--- src/rtl/puf_pkg.sv ---
// puf_pkg: shared state encoding and widths for the PUF challenge sequencer
package puf_pkg;
    typedef enum logic [2:0] {IDLE, CLEAR, RUN, CAPTURE, NEXT, VALID} seq_state_t;
    localparam int CHALLENGE_W = 8;
    localparam int NUM_RO = 32;
endpackage

--- src/rtl/puf_challenge_sequencer_sync2.sv ---
// puf_sync2: 1-bit two-flop synchronizer for the subblock's asynchronous outputs
module puf_sync2 (
    input  logic clock,
    input  logic reset,
    input  logic d,
    output logic q
);
    logic m;
    always_ff @(posedge clock or negedge reset)
        if (!reset) {q, m} <= 2'b00;
        else {q, m} <= {m, d};
endmodule

--- src/rtl/puf_challenge_sequencer.sv ---
// puf_challenge_sequencer: races RESP_BITS consecutive challenges and returns the response word
// PUF_MAJORITY_VOTE_EN: race each challenge three times and keep the majority bit
module puf_challenge_sequencer
    import puf_pkg::*;
#(
    parameter int RESP_BITS      = 32,
    parameter int SETTLE_CYCLES  = 4,
    parameter int TIMEOUT_CYCLES = 65535
) (
    input  logic                   clock,
    input  logic                   reset,
    input  logic                   start,
    input  logic [CHALLENGE_W-1:0] base_challenge,
    input  logic                   sub_out,
    input  logic                   sub_done,
    output logic [CHALLENGE_W-1:0] sub_challenge,
    output logic [NUM_RO-1:0]      sub_enable,
    output logic                   sub_reset,
    output logic                   busy,
    output logic                   resp_valid,
    input  logic                   resp_ready,
    output logic [RESP_BITS-1:0]   response,
    output logic                   timeout_err
);
    localparam int IW = RESP_BITS > 1 ? $clog2(RESP_BITS) : 1;
    seq_state_t state, state_n;
    logic [CHALLENGE_W-1:0] chal, chal_n;
    logic [IW-1:0] idx, idx_n;
    logic [31:0] cnt, cnt_n;
    logic [RESP_BITS-1:0] resp_n;
    logic terr_n, out_s, done_s, racing;
`ifdef PUF_MAJORITY_VOTE_EN
    logic [1:0] rep, rep_n, ones, ones_n;
`endif

    puf_sync2 u_sync_out  (.clock(clock), .reset(reset), .d(sub_out),  .q(out_s));
    puf_sync2 u_sync_done (.clock(clock), .reset(reset), .d(sub_done), .q(done_s));

    assign racing        = state == RUN || state == CAPTURE;
    assign sub_challenge = chal;
    assign sub_enable    = racing ? {NUM_RO{1'b1}} : '0;
    assign sub_reset     = !racing;
    assign busy          = state != IDLE;
    assign resp_valid    = state == VALID;

    always_comb begin
        state_n = state;
        chal_n  = chal;
        idx_n   = idx;
        cnt_n   = cnt;
        resp_n  = response;
        terr_n  = timeout_err;
`ifdef PUF_MAJORITY_VOTE_EN
        rep_n   = rep;
        ones_n  = ones;
`endif
        case (state)
            IDLE: if (start) begin
                chal_n  = base_challenge;
                idx_n   = '0;
                cnt_n   = '0;
                resp_n  = '0;
                terr_n  = 1'b0;
                state_n = CLEAR;
`ifdef PUF_MAJORITY_VOTE_EN
                rep_n   = '0;
                ones_n  = '0;
`endif
            end
            CLEAR: begin
                cnt_n = cnt + 32'd1;
                if (cnt == 32'(SETTLE_CYCLES - 1)) begin
                    cnt_n   = '0;
                    state_n = RUN;
                end
            end
            RUN: begin
                cnt_n = cnt + 32'd1;
                if (done_s) begin
                    cnt_n   = '0;
                    state_n = CAPTURE;
                end else if (cnt == 32'(TIMEOUT_CYCLES - 1)) begin
                    cnt_n   = '0;
                    terr_n  = 1'b1;
                    state_n = NEXT;
`ifndef PUF_MAJORITY_VOTE_EN
                    resp_n[idx] = 1'b0;
`endif
                end
            end
            CAPTURE: begin
`ifdef PUF_MAJORITY_VOTE_EN
                ones_n = ones + {1'b0, out_s};
`else
                resp_n[idx] = out_s;
`endif
                state_n = NEXT;
            end
            NEXT: begin
                state_n = CLEAR;
`ifdef PUF_MAJORITY_VOTE_EN
                rep_n = rep + 2'd1;
                if (rep == 2'd2) begin
                    rep_n       = '0;
                    ones_n      = '0;
                    resp_n[idx] = ones[1];
`endif
                    if (idx == IW'(RESP_BITS - 1)) state_n = VALID;
                    else begin
                        idx_n  = idx + 1'b1;
                        chal_n = chal + 1'b1;
                    end
`ifdef PUF_MAJORITY_VOTE_EN
                end
`endif
            end
            VALID: if (resp_ready) state_n = IDLE;
            default: state_n = IDLE;
        endcase
    end

    always_ff @(posedge clock or negedge reset)
        if (!reset) begin
            state       <= IDLE;
            chal        <= '0;
            idx         <= '0;
            cnt         <= '0;
            response    <= '0;
            timeout_err <= 1'b0;
`ifdef PUF_MAJORITY_VOTE_EN
            rep         <= '0;
            ones        <= '0;
`endif
        end else begin
            state       <= state_n;
            chal        <= chal_n;
            idx         <= idx_n;
            cnt         <= cnt_n;
            response    <= resp_n;
            timeout_err <= terr_n;
`ifdef PUF_MAJORITY_VOTE_EN
            rep         <= rep_n;
            ones        <= ones_n;
`endif
        end
endmodule

--- config.mk ---
export PLATFORM = sky130hd
export DESIGN_NAME = puf_challenge_sequencer
export DESIGN_NICKNAME = d
export VERILOG_FILES = /design/src/rtl/puf_pkg.sv /design/src/rtl/puf_challenge_sequencer_sync2.sv /design/src/rtl/puf_challenge_sequencer.sv
export SDC_FILE = /design/constraint.sdc
export NUM_CORES = 1
export LEC_CHECK = 0
export CAP_MARGIN = 20
export CORE_MARGIN = 2
export CORE_UTILIZATION = 58
export DETAILED_ROUTE_END_ITERATION = 7
export PLACE_DENSITY = 0.93
export REMOVE_ABC_BUFFERS = 1
export SLEW_MARGIN = 20
export SYNTH_ARGS = -nofsm -noshare
export SYNTH_HDL_FRONTEND = slang
export SYNTH_SLANG_ARGS = --single-unit
--- constraint.sdc ---
create_clock -name clock -period 4.3 [get_ports clock]
set_clock_uncertainty 0.05 [all_clocks]
set_input_delay 0.86 -clock clock [delete_from_list [all_inputs] [get_ports clock]]
set_output_delay 0.86 -clock clock [all_outputs]
set_load 0.01 [all_outputs]
After elaboration in Yosys (flattened, before gate mapping). Cells that the tools add are included.

Register bits after elaboration: 85. Output and inout bits: 76. Word-level logic and storage cells: 75. Input bits: 14.

Equal/unequal tests: 15. Multiplexer cells: 29. Reduce and logical (&&, ||, !) cells: 14. Add/subtract/negate cells: 3. Order comparisons: 2. Bitwise logic cells: 2.

Operators by type and width (count): $mux 32 (7); $pmux 32 s3 (2); $add 32x1->32 const B (1); $and 32x32->32 (1); $bwmux 32 (1); $eq 32x16->1 const B (1); $eq 32x2->1 const B (1); $not 32->32 (1); $mux 3 (6); $pmux 3 s6 (1); $mux 8 (2); $pmux 8 s2 (1); $reduce_and 4->1 (3); $mux 5 (2); $pmux 5 s2 (1); $reduce_bool 3->1 (3); $add 8x1->8 const B (1); $ne 2x2->1 const B (4); $eq 3x2->1 const B (2); $eq 3x3->1 const B (2); $lt 5x6->1 const B (1); $add 5x1->5 const B (1); $demux 1 s5 (1); $eq 5x5->1 const B (1); 13 further kinds (18).

Logic depth before layout (Yosys ltp).
Word-level depth: 9. Mapped depth: 9. Mapped depth without buffers: 8.

Cells and area by module. From an unflattened synthesis, not the netlist that was laid out.

Cells, all modules: 599. Area total of the unflattened synthesis: 5113.7 um^2.

By module, submodules not included: puf_challenge_sequencer (area an instance 5013.6 um^2, cells an instance 595, instances 1, sequential area each 2026.9 um^2); puf_sync2 (area an instance 50.0 um^2, cells an instance 2, instances 2, sequential area each 50.0 um^2).

Worst setup path before layout. OpenSTA, ideal clock, no wires.

Path type: register to register. From: reg idx[0]. To: reg chal[2], in the netlist sub_challenge[2]. Required time: 4.129 ns. Stages on the path, launching flop included: 9. Buffers on the path: 2. Path slack: 1.635 ns. Arrival: 2.494 ns. Clock period less this slack: 2.665 ns. Cell sequence: dfrtp_1 ha_1 clkbuf_1 and3_1 ha_1 nor4b_1 nor2_1 buf_2 o22a_1.

Longest elaborated chain between the ends: 3.

Ends and longest elaborated chain: start, declared (line puf_challenge_sequencer.sv:28) `logic [IW-1:0] idx, idx_n;`; start signal, assigned (line puf_challenge_sequencer.sv:137) `idx <= idx_n;`; $eq 5x5->1 (line puf_challenge_sequencer.sv:108) `if (idx == IW'(RESP_BITS - 1)) state_n = VALID;`; $ne 2x2->1 (no line); $reduce_and 3->1 (no line); end signal, assigned (line puf_challenge_sequencer.sv:136) `chal <= chal_n;`; end, declared (line puf_challenge_sequencer.sv:27) `logic [CHALLENGE_W-1:0] chal, chal_n;`.

No other way between the ends. A chain may end at the register's enable or synchronous reset.

Final worst setup path.
From: reg state[2]. To: out sub_reset.

Longest elaborated chain between the ends: 3.

Ends and longest elaborated chain: start, declared (line puf_challenge_sequencer.sv:26) `seq_state_t state, state_n;`; start signal, assigned (line puf_challenge_sequencer.sv:135) `state <= state_n;`; $eq 3x2->1 (line puf_challenge_sequencer.sv:39) `assign racing = state == RUN || state == CAPTURE;`; $logic_or 1x1->1 * (line puf_challenge_sequencer.sv:39); $logic_not 1->1 * (line puf_challenge_sequencer.sv:42) `assign sub_reset = !racing;`; end, declared (line puf_challenge_sequencer.sv:18) `output logic sub_reset,`.

Every way passes the cells marked *; elsewhere a longest branch is shown, timed or not.

==> flow_results.org <==
** Logic synthesis
- Share of cell area taken by muxes after synthesis :: 0.008289
- The most used flip-flop cell after synthesis is sky130_fd_sc_hd__dfrtp_1.
- The commonest cells after synthesis are 85 x sky130_fd_sc_hd__dfrtp_1, 62 x sky130_fd_sc_hd__nand2_1, 49 x sky130_fd_sc_hd__a21oi_1.
- The synthesized design spends more area on one cell type than any other, namely sky130_fd_sc_hd__dfrtp_1.
- Adder-Cell Fraction of Synth Area :: 0.02194
- Number of warning messages in the yosys log :: 0
- Dividing the synthesized area by the synthesized cell count gives 8.729 sq um.
- Of the total synthesized cell area, the portion taken by XOR and XNOR cells is 0.01706.
- The share of synthesized area in the top cell type comes to 0.4144.
- Async S/R FF share, synth :: 1.000
- Number of synthesized flops with an enable pin :: 0
- Combinational family with the most area after synthesis :: compound AO/OA/AOI/OAI gates
- Most numerous cell in the Yosys netlist :: sky130_fd_sc_hd__dfrtp_1
- Area of the mapped netlist :: 0.005132 sq mm
- Register area share after synthesis :: 0.4144
- Library cells used by synthesis :: 58
- Area fraction in compound gates after synthesis :: 0.2321
- Counting every instance in the synthesized netlist gives a little under 600.
- In this run, synthesis produced a sequential element count of 85.
- Share of synthesized cell area in and, or, nand and nor gates :: 0.2099
- Top area cells in the synthesized netlist :: sky130_fd_sc_hd__dfrtp_1 41%, sky130_fd_sc_hd__o31ai_1 5.1%, sky130_fd_sc_hd__buf_4 4.8%

** Finish
- Relative to the synthesized area, the layout overhead comes to 16.63%.
- Final nets :: about 640
- # diodes :: 0
- Layout cells sized above 1 :: 0.05591
- Layout Cell Area excl Fill :: 0.005986 sq mm
- Number of standard cells in the layout, taps in and fillers out :: ~730
- Once layout is complete, the utilization of the core stands at 0.6931.
- Filler Cells Inserted :: approximately 630

** Run status
- The run finished with clean final reports.

** Critical path
- STA puts the critical path data required time at between 3 and 4 ns.
- The critical path in this run is classified as reg -> out.
- The critical path goes through and2b_1, buf_4, clkinv_1, buf_4, clkdlybuf4s50_1.
- Master of the slowest instance on the critical path :: sky130_fd_sc_hd__dfrtp_1
- STA classifies the critical path endpoint as a primary output.
- Cell seen most often among critical-path stages :: sky130_fd_sc_hd__buf_4
- Worst setup SP type :: register
- In this run the worst path has a maximum fanout of 35.
- Data arrives at the worst endpoint at around 2.6 ns.
- For this run, the slowest stage of the critical path takes roughly 0.7 ns.

** CTS
- The H-tree was split into 3 levels.
- Counting every sink on the clock net gives 85.
- Clk Tree Root Cell :: sky130_fd_sc_hd__clkbuf_8
- Buffers inserted during clock tree synthesis total 9.
- The clock reaches the later pin of the worst-skew pair after between 0.3 and 0.4 ns.
- TritonCTS built the clock tree.
- After clock tree synthesis, the clock-pin slew on the worst setup and hold paths is approximately 0.09 ns.
- PostCTS Resize Cnt :: 0
- After clock tree synthesis, the flow added hold-fix buffers numbering 0.
- In this run the post-CTS setup repair buffer count came out at 0.
- Maximum count of clock buffers along a single path :: 2

** Placed design
- Placer's final routability congestion estimate :: between 0.8 and 0.9
- Count of input and output buffers :: 89
- Total cell area at the placement stage :: roughly 0.0058 sq mm
- HPWL after detailed placement :: between 8000 and 9000 um
- Inst Count DP :: between 700 and 800

** Route
- Via count normalized by instance count :: around 6.5
- The first detailed-routing pass ran for 8 iterations.
- Across all layers, the routed design uses between 4000 and 5000 vias.
- Dividing the detail-routed wire length by the instance count gives ~18 um.
- Wire length after detailed routing :: between 10000 and 15000 um
- In the routed design, unresolved DRC markers number 0.
- The first routing iteration left approximately 580 violations.
- Number of nets still failing antenna checks after routing :: 0

** Floorplan
- In this run the core area contains 34 standard-cell rows.
- Std-Cell Core Area :: 0.008636 sq mm
- The die covers approximately 0.0096 sq mm.
- The initial utilization of the core area, before any placement, comes to 0.5943.
- Top-level I/O count :: 90
- The die is roughly 98 um wide.
- Die height :: between 90 and 100 um

** Power
- Across the VDD grid, the largest voltage drop is between 0.1 and 0.15 mV.
- Power density normalized to cell area :: around 260 mW/mm^2
- For this design the static power due to leakage is between 2 and 2.5 nW.

** STA
- The number of slew-limit violations in the final report came to 0.
- Summed over all failing endpoints, the final setup total negative slack is 0 ns.
- Setup repair after global routing left no endpoint under its margin.
- Final worst path period share :: 0.8119
- Worst Max-Slew Pin Slew :: 0.9835 ns
- Tmin final :: 3.491 ns
- Setup violations remaining at the end of the flow were counted as 0.
- Static timing analysis puts the maximum clock frequency at between 200 and 300 MHz.
- Fin. Hold Viols :: 0
- The worst pin sits at a relative slew slack of 0.3419.

** Global routing
- Entering global routing, the biggest net connects 86 pins.
- The via count of the first global-routing pass came to 4595.
- The initial antenna violation count is 0.
- For this run, the total global-route usage over all layers was measured as 0.2791.
- The first global-routing pass estimated 22220 um of wire.
- Sum of overflow across all layers after global routing :: 0

** Worst hold path
- Worst Hold Class :: reg -> reg

** Flow run
- Maximum capacitance violations :: 0
## state kept, by name, summed over array words and instances (netlist names)
| register | count |
|---|---|
| u_sync_done.q | 1 |
| sub_challenge | 8 |
| u_sync_done.m | 1 |
| response | 32 |
| u_sync_out.m | 1 |
| u_sync_out.q | 1 |
| state | 3 |
| cnt | 32 |
| idx | 5 |
| timeout_err | 1 |
## cell families (layout without fill, tap and decap cells)
family / after synthesis / in the layout
AO/OA/AOI/OAI: 189 / 189
XOR/XNOR: 10 / 10
adder cells (fa/ha/maj): 9 / 9
buffers and inverters: 84 / 122
flip-flops: 85 / 85
multiplexers: 4 / 4
AND/OR/NAND/NOR: 207 / 207
## worst paths after layout
path	from	end	slack, ns	depth (start not counted)
max	state[2]	sub_reset	0.81	5
min	u_sync_out.m	u_sync_out.q	0.31	0
max reg2reg	idx[1]	sub_challenge[4]	1.44	8
min reg2reg	u_sync_out.m	u_sync_out.q	0.31	0
max in group asynchronous	reset	u_sync_out.m	3.19	1
min in group asynchronous	reset	cnt[28]	0.50	1
## stage by stage
step	setup WS [ns]	total power [mW]	hold slack, ns
2_1_floorplan	-1.835	0.8640	0.2812
3_5_place_dp	1.252	0.9130	0.2901
5_1_grt	0.6723	1.588	0.3122
3_3_place_gp	1.330	0.9091	0.2841
6_report	0.8087	1.540	0.3077
4_1_cts	0.8532	1.537	0.3099
## placed cells by master, fill, tap and decap left out, types with 3 or more instances in the layout
cell | synthesis | routed
sky130_fd_sc_hd__clkdlybuf4s50_1 | 0 | 88
sky130_fd_sc_hd__dfrtp_1 | 85 | 85
sky130_fd_sc_hd__nand2_1 | 62 | 62
sky130_fd_sc_hd__a21oi_1 | 49 | 49
sky130_fd_sc_hd__o21ai_0 | 44 | 44
sky130_fd_sc_hd__o31ai_1 | 35 | 35
sky130_fd_sc_hd__nor2_1 | 29 | 29
sky130_fd_sc_hd__nand3_1 | 19 | 19
sky130_fd_sc_hd__nand4_1 | 17 | 17
sky130_fd_sc_hd__nor4_1 | 14 | 14
sky130_fd_sc_hd__nor3_1 | 14 | 14
sky130_fd_sc_hd__o22ai_1 | 13 | 13
sky130_fd_sc_hd__and2_1 | 9 | 9
sky130_fd_sc_hd__ha_1 | 9 | 9
sky130_fd_sc_hd__clkbuf_8 | 0 | 9
sky130_fd_sc_hd__buf_4 | 33 | 9
sky130_fd_sc_hd__inv_1 | 7 | 7
sky130_fd_sc_hd__and3_1 | 7 | 7
sky130_fd_sc_hd__nand2b_1 | 7 | 7
sky130_fd_sc_hd__o31a_1 | 7 | 7
sky130_fd_sc_hd__o211ai_1 | 7 | 7
sky130_fd_sc_hd__o21ai_1 | 6 | 6
sky130_fd_sc_hd__o22a_1 | 6 | 6
sky130_fd_sc_hd__or3_1 | 5 | 5
sky130_fd_sc_hd__and4_1 | 5 | 5
sky130_fd_sc_hd__xor2_1 | 5 | 5
sky130_fd_sc_hd__xnor2_1 | 5 | 5
sky130_fd_sc_hd__nor2b_1 | 4 | 4
sky130_fd_sc_hd__a31oi_1 | 4 | 4
sky130_fd_sc_hd__clkinvlp_4 | 0 | 4
sky130_fd_sc_hd__nor4b_1 | 3 | 3
sky130_fd_sc_hd__a22o_1 | 3 | 3
sky130_fd_sc_hd__o21a_1 | 3 | 3
## worst max-delay path, delay by kind of cell, from the launching register on
kind                   cells  cell delay, ns
buffers and inverters      4            1.27
DFF                        1            0.69
and+or+nand+nor            1            0.26
## metal layers
metal	GRT usage	wire length, um	part of all wire
met1	0.3813	5401	0.40
met2	0.4489	6695	0.50
met3	0.04223	1065	0.079
met4	0.1132	243	0.018
met5	0	0	0
## report_power, final
group	internal (mW)	switching, mW
clock	0.329	0.314
combinational	0.0317	0.0379
sequential	0.809	0.0182
## cell type report
cell class / instances / area, sq um / area share
repair buffers: 98 / 959.7 / 0.1603
clock buffers: 9 / 123.9 / 0.02069
flip-flops and latches: 85 / 2127 / 0.3554
inverters: 8 / 30.03 / 0.005017
clock inverters: 7 / 98.84 / 0.01651
well taps: 108 / 135.1 / 0.02258
multi-input cells: 419 / 2511 / 0.4195
Note: power is estimated with default switching activity, not from simulation.
